==> src/rtl/multiplier_control_taint_v2_if.sv <==
// Handshake/control bundle between the shift-add multiplier controller and
// its surroundings: start/taint-clear requests and the multiplier word come
// in, datapath strobes and their sticky taint bits go out.
interface multiplier_control_taint_v2_if #(
    parameter int WIDTH = 4
);
    logic             start;
    logic             start_t;
    logic             taint_clr;
    logic [WIDTH-1:0] multiplierReg;
    logic             multiplierReg_t;

    logic             busy;
    logic             busy_t;
    logic             productDone;
    logic             productDone_t;
    logic             rsload;
    logic             rsload_t;
    logic             rsclear;
    logic             rsclear_t;
    logic             rsshr;
    logic             rsshr_t;
    logic             mrld;
    logic             mrld_t;
    logic             mdld;
    logic             mdld_t;

    // Requester side: drives start/taints/multiplier word, observes strobes.
    modport master (
        output start, start_t, taint_clr, multiplierReg, multiplierReg_t,
        input  busy, busy_t, productDone, productDone_t, rsload, rsload_t,
               rsclear, rsclear_t, rsshr, rsshr_t, mrld, mrld_t, mdld, mdld_t
    );

    // Controller side.
    modport slave (
        input  start, start_t, taint_clr, multiplierReg, multiplierReg_t,
        output busy, busy_t, productDone, productDone_t, rsload, rsload_t,
               rsclear, rsclear_t, rsshr, rsshr_t, mrld, mrld_t, mdld, mdld_t
    );
endinterface

==> src/rtl/multiplier_control_taint_v2.sv <==
// Control FSM for a shift-add sequential multiplier with word-level sticky
// taint tracking on every control output.
// Optional feature macro: MULT_ZERO_SKIP_EN -- when defined, a zero
// multiplier bit skips the NOP state (data-dependent latency, which in turn
// taints the timing of every output).
module multiplier_control_taint_v2 #(
    parameter int WIDTH = 4
) (
    input logic                          clk,
    input logic                          rst,
    multiplier_control_taint_v2_if.slave ctl
);
    localparam int CNT_W = $clog2(WIDTH) + 1;

`ifdef MULT_ZERO_SKIP_EN
    localparam bit ZERO_SKIP = 1'b1;
`else
    localparam bit ZERO_SKIP = 1'b0;
`endif

    typedef enum logic [2:0] {
        IDLE  = 3'd0,
        INIT  = 3'd1,
        LOAD  = 3'd2,
        NOP   = 3'd3,
        SHIFT = 3'd4,
        DONE  = 3'd5
    } state_t;

    state_t           state, state_nx;
    logic [CNT_W-1:0] bit_cnt, bit_cnt_nx, cnt_inc;
    logic             time_t, sel_t, cnt_t;
    logic             time_t_nx, sel_t_nx, cnt_t_nx;
    logic             sel_bit;     // multiplier bit chosen at a decision edge
    logic             decide;      // current edge is an INIT/SHIFT decision edge
    logic             data_t;      // taint of the value steering the decision
    logic             clr;         // taint clear honoured this cycle

    // Next-state, bit counter and sticky-taint next values.
    // NOTE: every variable gets a default at the top so no path leaves one
    // unassigned, which would otherwise infer a latch.
    always_comb begin
        state_nx   = state;
        bit_cnt_nx = bit_cnt;
        cnt_inc    = bit_cnt + 1'b1;
        decide     = 1'b0;
        sel_bit    = 1'b0;

        case (state)
            IDLE: begin
                if (ctl.start) state_nx = INIT;
            end
            INIT: begin
                decide     = 1'b1;
                bit_cnt_nx = '0;
                sel_bit    = ctl.multiplierReg[0];
                state_nx   = sel_bit ? LOAD : (ZERO_SKIP ? SHIFT : NOP);
            end
            LOAD, NOP: begin
                state_nx = SHIFT;
            end
            SHIFT: begin
                decide     = 1'b1;
                bit_cnt_nx = cnt_inc;
                if (cnt_inc == CNT_W'(WIDTH)) begin
                    state_nx = DONE;
                end else begin
                    sel_bit  = |(ctl.multiplierReg & (WIDTH'(1) << cnt_inc));
                    state_nx = sel_bit ? LOAD : (ZERO_SKIP ? SHIFT : NOP);
                end
            end
            DONE: begin
                state_nx = IDLE;
            end
            default: begin
                state_nx = IDLE;
            end
        endcase

        // Taint bits only ever set; the IDLE clear is applied first so a
        // same-cycle set event wins.
        data_t    = ctl.multiplierReg_t | cnt_t;
        clr       = (state == IDLE) && ctl.taint_clr;
        time_t_nx = (time_t & ~clr) | ((state == IDLE) && ctl.start_t)
                  | (ZERO_SKIP && decide && data_t);
        sel_t_nx  = (sel_t & ~clr) | (decide & data_t);
        cnt_t_nx  = (cnt_t & ~clr) | (decide & time_t);
    end

    // State, counter, taints and registered Moore outputs decoded from the
    // next state so every output lines up with the state it belongs to.
    // NOTE: sequential state uses non-blocking assignments only, so every
    // register samples pre-edge values regardless of statement order.
    always_ff @(posedge clk) begin
        if (rst) begin
            state             <= IDLE;
            bit_cnt           <= '0;
            time_t            <= 1'b0;
            sel_t             <= 1'b0;
            cnt_t             <= 1'b0;
            ctl.busy          <= 1'b0;
            ctl.productDone   <= 1'b0;
            ctl.rsload        <= 1'b0;
            ctl.rsclear       <= 1'b0;
            ctl.rsshr         <= 1'b0;
            ctl.mrld          <= 1'b0;
            ctl.mdld          <= 1'b0;
            ctl.busy_t        <= 1'b0;
            ctl.productDone_t <= 1'b0;
            ctl.rsload_t      <= 1'b0;
            ctl.rsclear_t     <= 1'b0;
            ctl.rsshr_t       <= 1'b0;
            ctl.mrld_t        <= 1'b0;
            ctl.mdld_t        <= 1'b0;
        end else begin
            state             <= state_nx;
            bit_cnt           <= bit_cnt_nx;
            time_t            <= time_t_nx;
            sel_t             <= sel_t_nx;
            cnt_t             <= cnt_t_nx;
            ctl.busy          <= (state_nx != IDLE);
            ctl.productDone   <= (state_nx == DONE);
            ctl.rsload        <= (state_nx == LOAD);
            ctl.rsclear       <= (state_nx == INIT);
            ctl.rsshr         <= (state_nx == SHIFT);
            ctl.mrld          <= (state_nx == INIT);
            ctl.mdld          <= (state_nx == INIT);
            ctl.busy_t        <= time_t_nx;
            ctl.productDone_t <= time_t_nx;
            ctl.rsload_t      <= time_t_nx | sel_t_nx;
            ctl.rsclear_t     <= time_t_nx;
            ctl.rsshr_t       <= time_t_nx;
            ctl.mrld_t        <= time_t_nx;
            ctl.mdld_t        <= time_t_nx;
        end
    end
endmodule

==> src/flat_wrapper.sv <==
// flat-port wrapper written by rule: the top's interface ports become plain ports
module multiplier_control_taint_v2_flat 
#(
    parameter int WIDTH = 4
)
  (clk, rst, ctl_start, ctl_start_t, ctl_taint_clr, ctl_multiplierReg, ctl_multiplierReg_t, ctl_busy, ctl_busy_t, ctl_productDone, ctl_productDone_t, ctl_rsload, ctl_rsload_t, ctl_rsclear, ctl_rsclear_t, ctl_rsshr, ctl_rsshr_t, ctl_mrld, ctl_mrld_t, ctl_mdld, ctl_mdld_t);
  multiplier_control_taint_v2_if #(.WIDTH(WIDTH)) ctl_i ();
  input logic clk;
  input logic rst;
  input wire logic [$bits(ctl_i.start)-1:0] ctl_start;
  input wire logic [$bits(ctl_i.start_t)-1:0] ctl_start_t;
  input wire logic [$bits(ctl_i.taint_clr)-1:0] ctl_taint_clr;
  input wire logic [$bits(ctl_i.multiplierReg)-1:0] ctl_multiplierReg;
  input wire logic [$bits(ctl_i.multiplierReg_t)-1:0] ctl_multiplierReg_t;
  output wire logic [$bits(ctl_i.busy)-1:0] ctl_busy;
  output wire logic [$bits(ctl_i.busy_t)-1:0] ctl_busy_t;
  output wire logic [$bits(ctl_i.productDone)-1:0] ctl_productDone;
  output wire logic [$bits(ctl_i.productDone_t)-1:0] ctl_productDone_t;
  output wire logic [$bits(ctl_i.rsload)-1:0] ctl_rsload;
  output wire logic [$bits(ctl_i.rsload_t)-1:0] ctl_rsload_t;
  output wire logic [$bits(ctl_i.rsclear)-1:0] ctl_rsclear;
  output wire logic [$bits(ctl_i.rsclear_t)-1:0] ctl_rsclear_t;
  output wire logic [$bits(ctl_i.rsshr)-1:0] ctl_rsshr;
  output wire logic [$bits(ctl_i.rsshr_t)-1:0] ctl_rsshr_t;
  output wire logic [$bits(ctl_i.mrld)-1:0] ctl_mrld;
  output wire logic [$bits(ctl_i.mrld_t)-1:0] ctl_mrld_t;
  output wire logic [$bits(ctl_i.mdld)-1:0] ctl_mdld;
  output wire logic [$bits(ctl_i.mdld_t)-1:0] ctl_mdld_t;
  assign ctl_i.start = ctl_start;
  assign ctl_i.start_t = ctl_start_t;
  assign ctl_i.taint_clr = ctl_taint_clr;
  assign ctl_i.multiplierReg = ctl_multiplierReg;
  assign ctl_i.multiplierReg_t = ctl_multiplierReg_t;
  assign ctl_busy = ctl_i.busy;
  assign ctl_busy_t = ctl_i.busy_t;
  assign ctl_productDone = ctl_i.productDone;
  assign ctl_productDone_t = ctl_i.productDone_t;
  assign ctl_rsload = ctl_i.rsload;
  assign ctl_rsload_t = ctl_i.rsload_t;
  assign ctl_rsclear = ctl_i.rsclear;
  assign ctl_rsclear_t = ctl_i.rsclear_t;
  assign ctl_rsshr = ctl_i.rsshr;
  assign ctl_rsshr_t = ctl_i.rsshr_t;
  assign ctl_mrld = ctl_i.mrld;
  assign ctl_mrld_t = ctl_i.mrld_t;
  assign ctl_mdld = ctl_i.mdld;
  assign ctl_mdld_t = ctl_i.mdld_t;
  multiplier_control_taint_v2 #(.WIDTH(WIDTH)) u_core (.clk(clk), .rst(rst), .ctl(ctl_i));
endmodule
==> config.mk <==
export PLATFORM = sky130hd
export DESIGN_NAME = multiplier_control_taint_v2_flat
export DESIGN_NICKNAME = d
export VERILOG_FILES = /design/src/rtl/multiplier_control_taint_v2_if.sv /design/src/rtl/multiplier_control_taint_v2.sv /design/src/flat_wrapper.sv
export SDC_FILE = /design/constraint.sdc
export NUM_CORES = 1
export LEC_CHECK = 0
export ABC_CLOCK_PERIOD_IN_PS = 4000
export CORE_ASPECT_RATIO = 1.4
export CORE_MARGIN = 2
export CORE_UTILIZATION = 26
export DETAILED_ROUTE_END_ITERATION = 8
export RECOVER_POWER = 100
export SYNTH_ARGS = -nofsm -noshare
export SYNTH_HDL_FRONTEND = slang
export SYNTH_SLANG_ARGS = --single-unit
==> constraint.sdc <==
create_clock -name clk -period 4 [get_ports clk]
set_input_delay 0.8 -clock clk [delete_from_list [all_inputs] [get_ports clk]]
set_output_delay 0.8 -clock clk [all_outputs]
set_load 0.005 [all_outputs]
-- Word level (Yosys, flattened, before mapping)
Index checks and enable logic that the tools add are counted.
- input port bits: 10
- output and inout bits: 14
- register bits after elaboration: 15
- bitwise operators: 12
- reductions and logical operators: 8
- $add $sub $neg: 1
- eq/ne operators: 9
- mux-type cells: 7
- shift operators: 1
- operator list (operator ; count):
    equality test 3 bit, second input constant ; 4
    one-hot mux 3 bit (4 select lines) ; 1
    equality test 3 x 2 -> 1 bit, second input constant ; 3
    equality test 3 x 1 -> 1 bit, second input constant ; 2
    two-way mux 3 bit ; 2
    one-hot mux 3 bit (2 select lines) ; 1
    AND 1 bit ; 5
    OR 1 bit ; 5
    AND 4 bit ; 1
    OR reduction 2 bit ; 2
    OR reduction 4 bit ; 1
    << shifter 1 x 3 -> 4 bit, first input constant ; 1
    adder 3 x 1 -> 3 bit, second input constant ; 1
    zero test 3 bit ; 1
    two-way mux 1 bit ; 3
    nonzero test 3 bit ; 1
    logical AND 1 bit ; 2
    nonzero test 2 bit ; 1
    inverter 1 bit ; 1

-- Longest topological paths before layout
Gate-level depths: netlist of run 1.
- depth after elaboration: 8
- depth in mapped cells: 6
- gate-level depth less buffers: 6

-- Least setup slack after synthesis of run 1
OpenSTA, ideal clock, no wires.
- path kind: input to register
- from: input port ctl_multiplierReg[0]
- to: register u_core.ctl.rsload
- setup slack: 2609 ps
- buffers on the path: 0
- required time: 3908 ps
- stages on the path: 4
- arrival time: 1299 ps
- setup time: 92 ps
- cell sequence: inv_1 > a22oi_1 > o211ai_2 > nor4_1
- longest elaborated chain between the ends: 6
- elaborated cells on any way between the ends: 7
- ends and longest elaborated chain (element ; RTL line ; text):
    start, declared ; flat_wrapper.sv:13 ; input wire logic [$bits(ctl_i.multiplierReg)-1:0] ctl_multiplierReg;
    AND 4 bit ; multiplier_control_taint_v2.sv:68 ; sel_bit = |(ctl.multiplierReg & (WIDTH'(1) << cnt_inc));
    OR reduction 4 bit ; multiplier_control_taint_v2.sv:68 ;
    two-way mux 1 bit ; multiplier_control_taint_v2.sv:69 ; state_nx = sel_bit ? LOAD : (ZERO_SKIP ? SHIFT : NOP);
    two-way mux 3 bit ; multiplier_control_taint_v2.sv:65 ; if (cnt_inc == CNT_W'(WIDTH)) begin
    one-hot mux 3 bit (4 select lines) * ; multiplier_control_taint_v2.sv:49 ; case (state)
    equality test 3 x 2 -> 1 bit * ; multiplier_control_taint_v2.sv:123 ; ctl.rsload <= (state_nx == LOAD);
    end signal, assigned ; multiplier_control_taint_v2.sv:123 ;
    end, declared ; multiplier_control_taint_v2_if.sv:38 ; output busy, busy_t, productDone, productDone_t, rsload, rsload_t,
Every way passes the cells marked *; elsewhere a longest branch is shown, timed or not.
A chain may end at the register's enable or synchronous reset.

==> flow_summary.json, run 1 <==
{
  "rows": 23,
  "vias": 682,
  "finalHoldViolations": 0,
  "finalCritPeriodShare_pct": 51.66,
  "path_buf_inv": 1,
  "io_pins": 24,
  "synth_simple_gate_area_share_pct": 21.92,
  "wl_mm": 1.623,
  "crit_type": "flop to primary output",
  "cp_cell_sequence": "dlygate4sd3_1",
  "ys_seq_area_share_pct": 38.40,
  "finalClockSkew_ns": 0.001089,
  "cts_buffer_depth": 2,
  "critPathMaxStageDelay_ns": 0.60,
  "grt_usage_pct": 10.12,
  "fin_tns_setup_ns": 0,
  "port_buffers": 23,
  "antennaDiodeCount": 0,
  "power_frac_comb_pct": 18.4,
  "synth_adder_area_share_pct": 8.000,
  "antenna_found_initial": 0,
  "drv_cap": 0,
  "die_y_um": 68.89,
  "crit_family": "buffers and inverters",
  "first_iter_violations": 16,
  "synth_top_family_by_area": "simple AND/OR/NAND/NOR gates",
  "crit_fanout": 8,
  "fin_crit_ns": 2.066,
  "synthMuxAreaShare_pct": 0,
  "numCtsBuffers": 3,
  "synth_compound_area_share_pct": 19.52,
  "path_clk_slew_ns": 0.06,
  "critical_path_arrival_ns": 1.27,
  "start_util_pct": 27.17,
  "syn-cell-area_um2": 782.0,
  "drv_slew": 0,
  "num-fill-cells": 295,
  "avgViaCountPerCell": 4.736,
  "setup_viol": 0,
  "layout-drive-gt1-share_pct": 4.673,
  "cts-root-buf": "clkbuf_8",
  "end_kind": "primary output",
  "synth_area_leaders": "dfxtp_1 (38%), ha_1 (8.0%), buf_4 (6.7%)",
  "ir_worst_vdd_mv": 0.1697,
  "synth_xor_area_share_pct": 1.120,
  "die_area_um2": 3469,
  "grt_pass1_wl_mm": 2.642,
  "dp_hpwl_mm": 1.127,
  "relSlewSlack_pct": 63.93,
  "p_leak_nw": 0.4219,
  "rsz0062_at_grt": "false",
  "num-nets-final": 123,
  "syn-num-nets": 106,
  "cts_sinks": 15,
  "clockPowerShare_pct": 33.7,
  "area_delta_synth_final_pct": 31.52,
  "synth.avg_cell_area_um2": 8.593,
  "synth_area_leader_cell": "dfxtp_1",
  "status": "complete, no violations",
  "avgRoutedWirePerCell_um": 11.27,
  "drc": 0,
  "power.density_nw_per_um2": 352.1,
  "ys_ff_latch": 15,
  "max_freq_mhz": 483.9,
  "switchingPower_mw": 0.09431,
  "globalplace.congestion": 0.8642,
  "ant_nets": 0,
  "synthDominantCellAreaShare_pct": 38.40,
  "drtPass1Iterations": 4,
  "synth_cell_types": 30,
  "synthCells": 91,
  "cts-hold-fix-buffers": 0,
  "utilization_pct": 35.74,
  "grt_max_degree": 17,
  "worst_pin_slew_ns": 0.5404,
  "worstPathRequired_ns": 3.20,
  "start_kind": "flop",
  "hp-class": "flop to flop",
  "ctsResizeCount": 0,
  "p_seq_share_pct": 47.9,
  "core_um2": 2878,
  "crit_slowest_cell": "dlygate4sd3_1",
  "cts_setup_buffers": 0,
  "p_int_mw": 0.2678,
  "p_sw_share_pct": 26.05,
  "cts_tree": "done",
  "clk_latency_ns": 0.25,
  "startpoint": "u_core.ctl.busy_t",
  "r2r-start": "u_core.bit_cnt[1]",
  "grt-ovfl-total": 0,
  "h-tree-depth": 1,
  "holdCritStartpoint": "u_core.sel_t",
  "ys_warn_count": 0,
  "die_x_um": 50.35,
  "grt_pass1_vias": 614
}
[per-stage QoR]
stage | total power [mW] | setup WS (ns) | cells | hold slack [ns] | instance area (um2)
final | 0.3621 | 1.934 | 144 | 0.4666 | 1028
after global routing | 0.3798 | 1.874 | 144 | 0.5104 | 1028
after CTS | 0.3736 | 1.956 | 144 | 0.4715 | 1033
after detailed placement | 0.2507 | 2.027 | 140 | 0.4599 | 987.2
after global placement | 0.2501 | 2.032 | 140 | 0.4583 | 987.2
after floorplan | 0.2182 | 2.609 | 91 | 0.4443 | 782.0
[flip-flops by register name, summed over array words and instances (netlist names)]
signal,flops
u_core.ctl.rsshr,1
u_core.ctl.rsclear,1
u_core.ctl.rsload_t,1
u_core.state,3
u_core.ctl.busy,1
u_core.sel_t,1
u_core.ctl.busy_t,1
u_core.ctl.rsload,1
u_core.bit_cnt,3
u_core.cnt_t,1
u_core.ctl.productDone,1
[layer usage]
metal | share of wire, % | wire, um | vias to the layer above | GRT usage, %
met5 | 0 | 0 | - | 0
met2 | 47 | 768 | 32 | 18.42
li1 | - | - | 343 | -
met4 | 2.1 | 34 | 0 | 6.081
met1 | 45 | 734 | 302 | 11.24
met3 | 5.2 | 85 | 5 | 1.293
[synth_stat cells]
| cell type | number |
|---|---|
| a21boi_0 | 1 |
| dfxtp_1 | 15 |
| ha_1 | 5 |
| and3_1 | 1 |
| nand4_1 | 2 |
| o221ai_1 | 1 |
| o21bai_1 | 1 |
| o21a_1 | 1 |
| a31oi_1 | 2 |
| o211ai_2 | 1 |
| nand2b_1 | 1 |
| and2_0 | 1 |
| a2bb2oi_1 | 1 |
| a21oi_1 | 8 |
| clkbuf_1 | 1 |
| xor2_1 | 1 |
| nor4_1 | 2 |
| buf_2 | 3 |
| buf_4 | 7 |
| inv_1 | 4 |
| nor2b_1 | 3 |
| o21ai_0 | 2 |
| nand2_1 | 7 |
| nor2b_4 | 1 |
| a211oi_1 | 1 |
| nor3_1 | 5 |
| nor2_1 | 6 |
| nor4b_1 | 1 |
| and2_1 | 2 |
| a22oi_1 | 4 |
[final cells by class]
type	instances	area [um2]	area share, %
Tap cell	37	46.29	4.501
Sequential cell	15	300.3	29.20
Clock buffer	3	41.29	4.015
Multi-Input combinational cell	61	390.4	37.96
Clock inverter	1	5.005	0.4866
Inverter	4	15.01	1.460
Timing Repair Buffer	23	230.2	22.38
[power groups by stage]
| stage | clock network (mW) | logic, mW | registers, mW |
|---|---|---|---|
| final | 0.122 | 0.0667 | 0.173 |
| after global routing | 0.130 | 0.0751 | 0.175 |
| after CTS | 0.126 | 0.0737 | 0.174 |
| after detailed placement | 0 | 0.0732 | 0.177 |
| after global placement | 0 | 0.0734 | 0.177 |
| after floorplan | 0 | 0.0475 | 0.171 |
[final timing paths]
check                                         end  slack (ns)  depth (start not counted)
worst max-delay path            ctl_productDone_t        1.93                          1
worst min-delay path                 u_core.sel_t        0.47                          2
worst max register to register    u_core.state[0]        2.38                          5
worst min register to register       u_core.sel_t        0.47                          2
[placed cells by master (no fill, tap or decap), drive strengths merged, types with 4 or more instances in the layout]
| cell type | count |
|---|---|
| a21oi | 8 |
| dlygate4sd3 | 16 |
| a22oi | 4 |
| dfxtp | 15 |
| nand2 | 7 |
| inv | 4 |
| clkdlybuf4s50 | 7 |
| nor2b | 4 |
| ha | 5 |
| nor3 | 5 |
| nor2 | 6 |
[logic make-up (layout without fill, tap and decap cells)]
group | after synthesis | after routing
buffers and inverters | 15 | 31
AO/OA/AOI/OAI | 23 | 23
AND/OR/NAND/NOR | 32 | 32
XOR/XNOR | 1 | 1
flip-flops | 15 | 15
adder cells (fa/ha/maj) | 5 | 5
No activity file was read; power rests on OpenSTA's default activity.
==> run 2: changes to the inputs <==
ABC_CLOCK_PERIOD_IN_PS = 1900   (was 4000)
clock period = 1.9 ns   (was 4 ns; I/O delays follow)
==> flow_summary.json, run 2 (synthesis gave the netlist of run 1 again) <==
{
  "p_seq_share_pct": 47.8,
  "start_kind": "flop",
  "fin_crit_ns": 1.637,
  "rows": 23,
  "antenna_found_initial": 0,
  "worst_pin_slew_ns": 0.5052,
  "drv_cap": 0,
  "pre_cts_slack_ns": 0.2636,
  "power_frac_comb_pct": 18.9,
  "finalCritPeriodShare_pct": 86.16,
  "die_area_um2": 3469,
  "power.density_nw_per_um2": 734.3,
  "ir_worst_vdd_mv": 0.2269,
  "cts-root-buf": "clkbuf_8",
  "crit_family": "buffers and inverters",
  "port_buffers": 23,
  "die_x_um": 50.35,
  "cts_setup_buffers": 0,
  "p_leak_nw": 0.4296,
  "fin_tns_setup_ns": 0,
  "io_pins": 24,
  "cts-hold-fix-buffers": 0,
  "antennaDiodeCount": 0,
  "ctsResizeCount": 0,
  "grt_max_degree": 17,
  "max_freq_mhz": 610.8,
  "final_cells": 145,
  "avgViaCountPerCell": 4.717,
  "first_iter_violations": 7,
  "start_util_pct": 27.17,
  "setup_viol": 0,
  "utilization_pct": 35.91,
  "crit_type": "flop to primary output",
  "finalClockSkew_ns": 0.0003971,
  "avgRoutedWirePerCell_um": 11.06,
  "rsz0062_at_grt": "false",
  "globalplace.congestion": 0.8624,
  "dp.cells": 141,
  "clk_latency_ns": 0.24,
  "critical_path_arrival_ns": 1.26,
  "p_int_mw": 0.5650,
  "path_buf_inv": 1,
  "status": "complete, no violations",
  "num-nets-final": 124,
  "critPathMaxStageDelay_ns": 0.60,
  "cts_tree": "done",
  "switchingPower_mw": 0.1939,
  "grt_pass1_vias": 639,
  "crit_slowest_cell": "dlygate4sd3_1",
  "worstPathRequired_ns": 1.52,
  "die_y_um": 68.89,
  "path_clk_slew_ns": 0.06,
  "numCtsBuffers": 3,
  "cts_sinks": 15,
  "relSlewSlack_pct": 66.28,
  "drc": 0,
  "reg_top3": "u_core.bit_cnt (3), u_core.state (3)",
  "grt_pass1_wl_mm": 2.732,
  "drv_slew": 0,
  "cp_cell_sequence": "dlygate4sd3_1",
  "clockPowerShare_pct": 33.2,
  "hp-class": "flop to flop",
  "dp_hpwl_mm": 1.187,
  "grt_usage_pct": 10.53,
  "crit_fanout": 8,
  "core_um2": 2878,
  "grt-ovfl-total": 0,
  "final_cell_mix": "dlygate4sd3_1 (15), dfxtp_1 (15), a21oi_1 (8), clkdlybuf4s50_1 (8), nand2_1 (7)",
  "p_sw_share_pct": 25.55,
  "drtPass1Iterations": 4,
  "layout-drive-gt1-share_pct": 5.556,
  "vias": 684,
  "wl_mm": 1.604,
  "finalHoldViolations": 0,
  "cts_buffer_depth": 2,
  "end_kind": "primary output",
  "fin_ws_ns": 0.2629,
  "h-tree-depth": 1,
  "ant_nets": 0,
  "area_delta_synth_final_pct": 32.16
}
-- run 2: stage by stage --
step                cell area, um2  total power [mW]  hold slack, ns
floorplan                    782.0            0.4593          0.4443
global placement             994.7            0.5284          0.4542
detailed placement           994.7            0.5290          0.4625
CTS                           1041            0.7822          0.4707
global route                  1033            0.8019          0.4933
finish                        1033            0.7589          0.4668
-- run 2: area by class of cell --
class | count | area (um2)
Inverter | 4 | 15.01
Multi-Input combinational cell | 61 | 387.9
Sequential cell | 15 | 300.3
Clock buffer | 3 | 41.29
Fill cell | 301 | 1844
Tap cell | 37 | 46.29
Timing Repair Buffer | 24 | 237.7
Clock inverter | 1 | 5.005
-- run 2: final timing paths --
check,from,to,slack (ns),cells after the start
worst max-delay path,u_core.ctl.busy_t,ctl_rsshr_t,0.26,1
worst min-delay path,u_core.sel_t,u_core.sel_t,0.47,2
worst max register to register,u_core.state[2],u_core.ctl.rsload,0.34,4
worst min register to register,u_core.sel_t,u_core.sel_t,0.47,2
-- run 2: power groups by stage --
stage                     combinational [mW]  sequential (mW)  clock, mW
final                                  0.144            0.363      0.252
after global routing                   0.161            0.367      0.273
after CTS                              0.157            0.366      0.259
after detailed placement               0.156            0.373          0
after global placement                 0.156            0.372          0
after floorplan                        0.100            0.359          0
-- run 2: tightest hold or removal path, stage by stage (launching register included) --
cell	delay, ns
dfxtp_1	0.30
nand2_1	0.06
a21oi_1	0.06
-- run 2: layer usage --
metal | track usage [%] | wire length (um) | vias to the layer above | share of wire (%)
met5 | 0 | 0 | - | 0
met4 | 7.432 | 21 | 0 | 1.3
met3 | 2.155 | 88 | 2 | 5.5
met2 | 17.76 | 759 | 27 | 47
met1 | 11.89 | 736 | 310 | 46
li1 | - | - | 345 | -
==> run 3: changes to the inputs <==
SLEW_MARGIN = 20   (was not set)
==> results of run 3 <==
Same layout as run 2: the final DEF is identical, and so are final timing and power.
==> RTL change, RTL diff (flow settings as in run 2) <==
Re-encode `state_t` (6 states) as Gray code, 3 bits wide.
--- a/src/rtl/multiplier_control_taint_v2.sv
+++ b/src/rtl/multiplier_control_taint_v2.sv
@@ -19,12 +19,12 @@
 `endif
 
     typedef enum logic [2:0] {
-        IDLE  = 3'd0,
-        INIT  = 3'd1,
-        LOAD  = 3'd2,
-        NOP   = 3'd3,
-        SHIFT = 3'd4,
-        DONE  = 3'd5
+        IDLE  = 3'b000,
+        INIT  = 3'b001,
+        LOAD  = 3'b011,
+        NOP   = 3'b010,
+        SHIFT = 3'b110,
+        DONE  = 3'b111
     } state_t;
 
     state_t           state, state_nx;
Behaviour: no difference found for any inputs over 10 cycles, from zero or initial values and one cycle with rst high; not proved beyond that.
==> RTL change against run 2 <==
Total power fell by 2.3%. Highest routed layer unchanged. Cell count fell by 1.4%. Routed wire length rose by 2.2%. Global-route usage rose by 0.53 points. Sequential cell count did not move. Setup slack got worse by 0.031 ns. Final area fell by 0.73%. First-iteration DRC count rose by 86%. Synthesized area rose by 0.16%. Sequential share of layout area rose by 0.21 points.
==> RTL change: results (changes against run 2) <==
STA
  • Setup TNS: 0 ns (unchanged)
  • Setup Skew: 0.00304 ns (+0.00264 ns)
  • Fin Hold WS: 0.471 ns (+0.00448 ns)
  • Fmax achieved: 599 MHz (-1.9%)
  • Worst Tran Pin Value: 0.526 ns (+0.0211 ns)

Place
  • # placed instances: 139 (-1.4%)
  • DP Worst Slack: 0.265 ns (+0.000982 ns)
  • Post-DP HPWL: 1.25 mm (+5.7%)
  • Routability cong.: 0.835 (-3.2%)
  • IO Port Bufs: 23 (unchanged)
  • Post-Place Cell Area: 991 um^2 (-0.38%)

Route
  • Average wire per standard cell: 11.5 um (+3.7%)
  • Metal-1 WL: 719 um (-2.3%)
  • Drt initial violations: 13 (+6)
  • DR WL met3: 101 um (+15%)
  • Vias per cell: 4.59 (-2.6%)
  • Via Count: 657 (-3.9%)
  • Routed wl met2: 800 um (+5.4%)
  • DR pass1 iterations: 4 (unchanged)
  • Max layer used: met4

Global route
  • First-pass GRT wire length: 2.95 mm (+8.1%)
  • Largest net degree at the start of global routing: 15 (-2)
  • GRT Overall Usage: 0.111 (+0.00529)
  • M2 GR Usage: 0.196 (+0.0181)
  • Met3 Use GR: 0.0345 (+0.0129)
  • Vias in the first global route: 665 (+4.1%)
  • Met1 Resource Use GR: 0.122 (+0.00332)

Logic synthesis
  • Post-synthesis instance total: 89 (-2.2%)
  • Commonest cells in the netlist: dfxtp_1, nor2_1, buf_4, inv_1, a21oi_1
  • Synthesized Nets: 104 (-1.9%)
  • Sequential element share of the synthesized area: 0.383 (-0.000613)
  • Top post-synthesis cells by area: dfxtp_1, ha_1, buf_4, nor2_1, a21oi_1
  • Asr flop ratio synth: 0 (unchanged)
  • Distinct cells, synth: 33 (+10%)

Clocking
  • H-tree levels: 1 (unchanged)
  • Clock transition at path regs: 0.06 ns (about the same)
  • # resized after CTS: 0 (unchanged)
  • TritonCTS Buffers: 3 (unchanged)
  • Post-CTS Repair Setup Buffers: 0 (unchanged)

Power and ir drop
  • Power density cells: 723 nW/um^2 (-1.6%)
  • Worst vdd ir: 0.000239 V (+5.3%)
  • Leak: 0.427 nW (-0.62%)
  • Share of power burned in registers: 0.477 (about the same)
  • Switching Fraction: 0.241 (-0.0148)

Layout
  • NumNets Final: 122 (-1.6%)
  • Share of layout cells above drive strength 1: 0.0566 (+0.00105)

Worst setup path
  • Worst-path fanout max: 9 (+1)
  • Crit path capture: ctl_busy_t
  • Crit path from: u_core.ctl.busy_t
  • R2r worst-path depth: 5 (+1)
  • R2R Path End: u_core.ctl.rsshr
  • Reg-to-Reg Start: u_core.bit_cnt[0]
  • Critical Path AT: 1.29 ns (+0.03 ns)

Status
  • Outcome: finished clean
==> RTL change: changes by cell type in the layout (fill, tap and decap cells not counted), moves of 3 or more <==
cell,change
nand2_1,-3
inv_1,+3
nor2_1,+4
nor3_1,-3
and2_0,-3
nor2b_1,-4
==> RTL change: cell families (layout without fill, tap and decap cells) <==
family | after synthesis | in the layout | share of synthesized area
XOR/XNOR | 1 | 1 | 0.0112
AND/OR/NAND/NOR | 27 | 27 | 0.190
flip-flops | 15 | 15 | 0.383
multiplexers | 2 | 2 | 0.0256
AO/OA/AOI/OAI | 21 | 21 | 0.179
buffers and inverters | 18 | 35 | 0.131
adder cells (fa/ha/maj) | 5 | 5 | 0.0799
==> RTL change: cell type report <==
cell class / count / area (um^2)
Timing Repair Buffer: 24 / 234
Fill cell: 304 / 1850
Tap cell: 37 / 46.3
Inverter: 7 / 26.3
Clock buffer: 4 / 45.0
Multi-Input combinational cell: 56 / 374
Sequential cell: 15 / 300
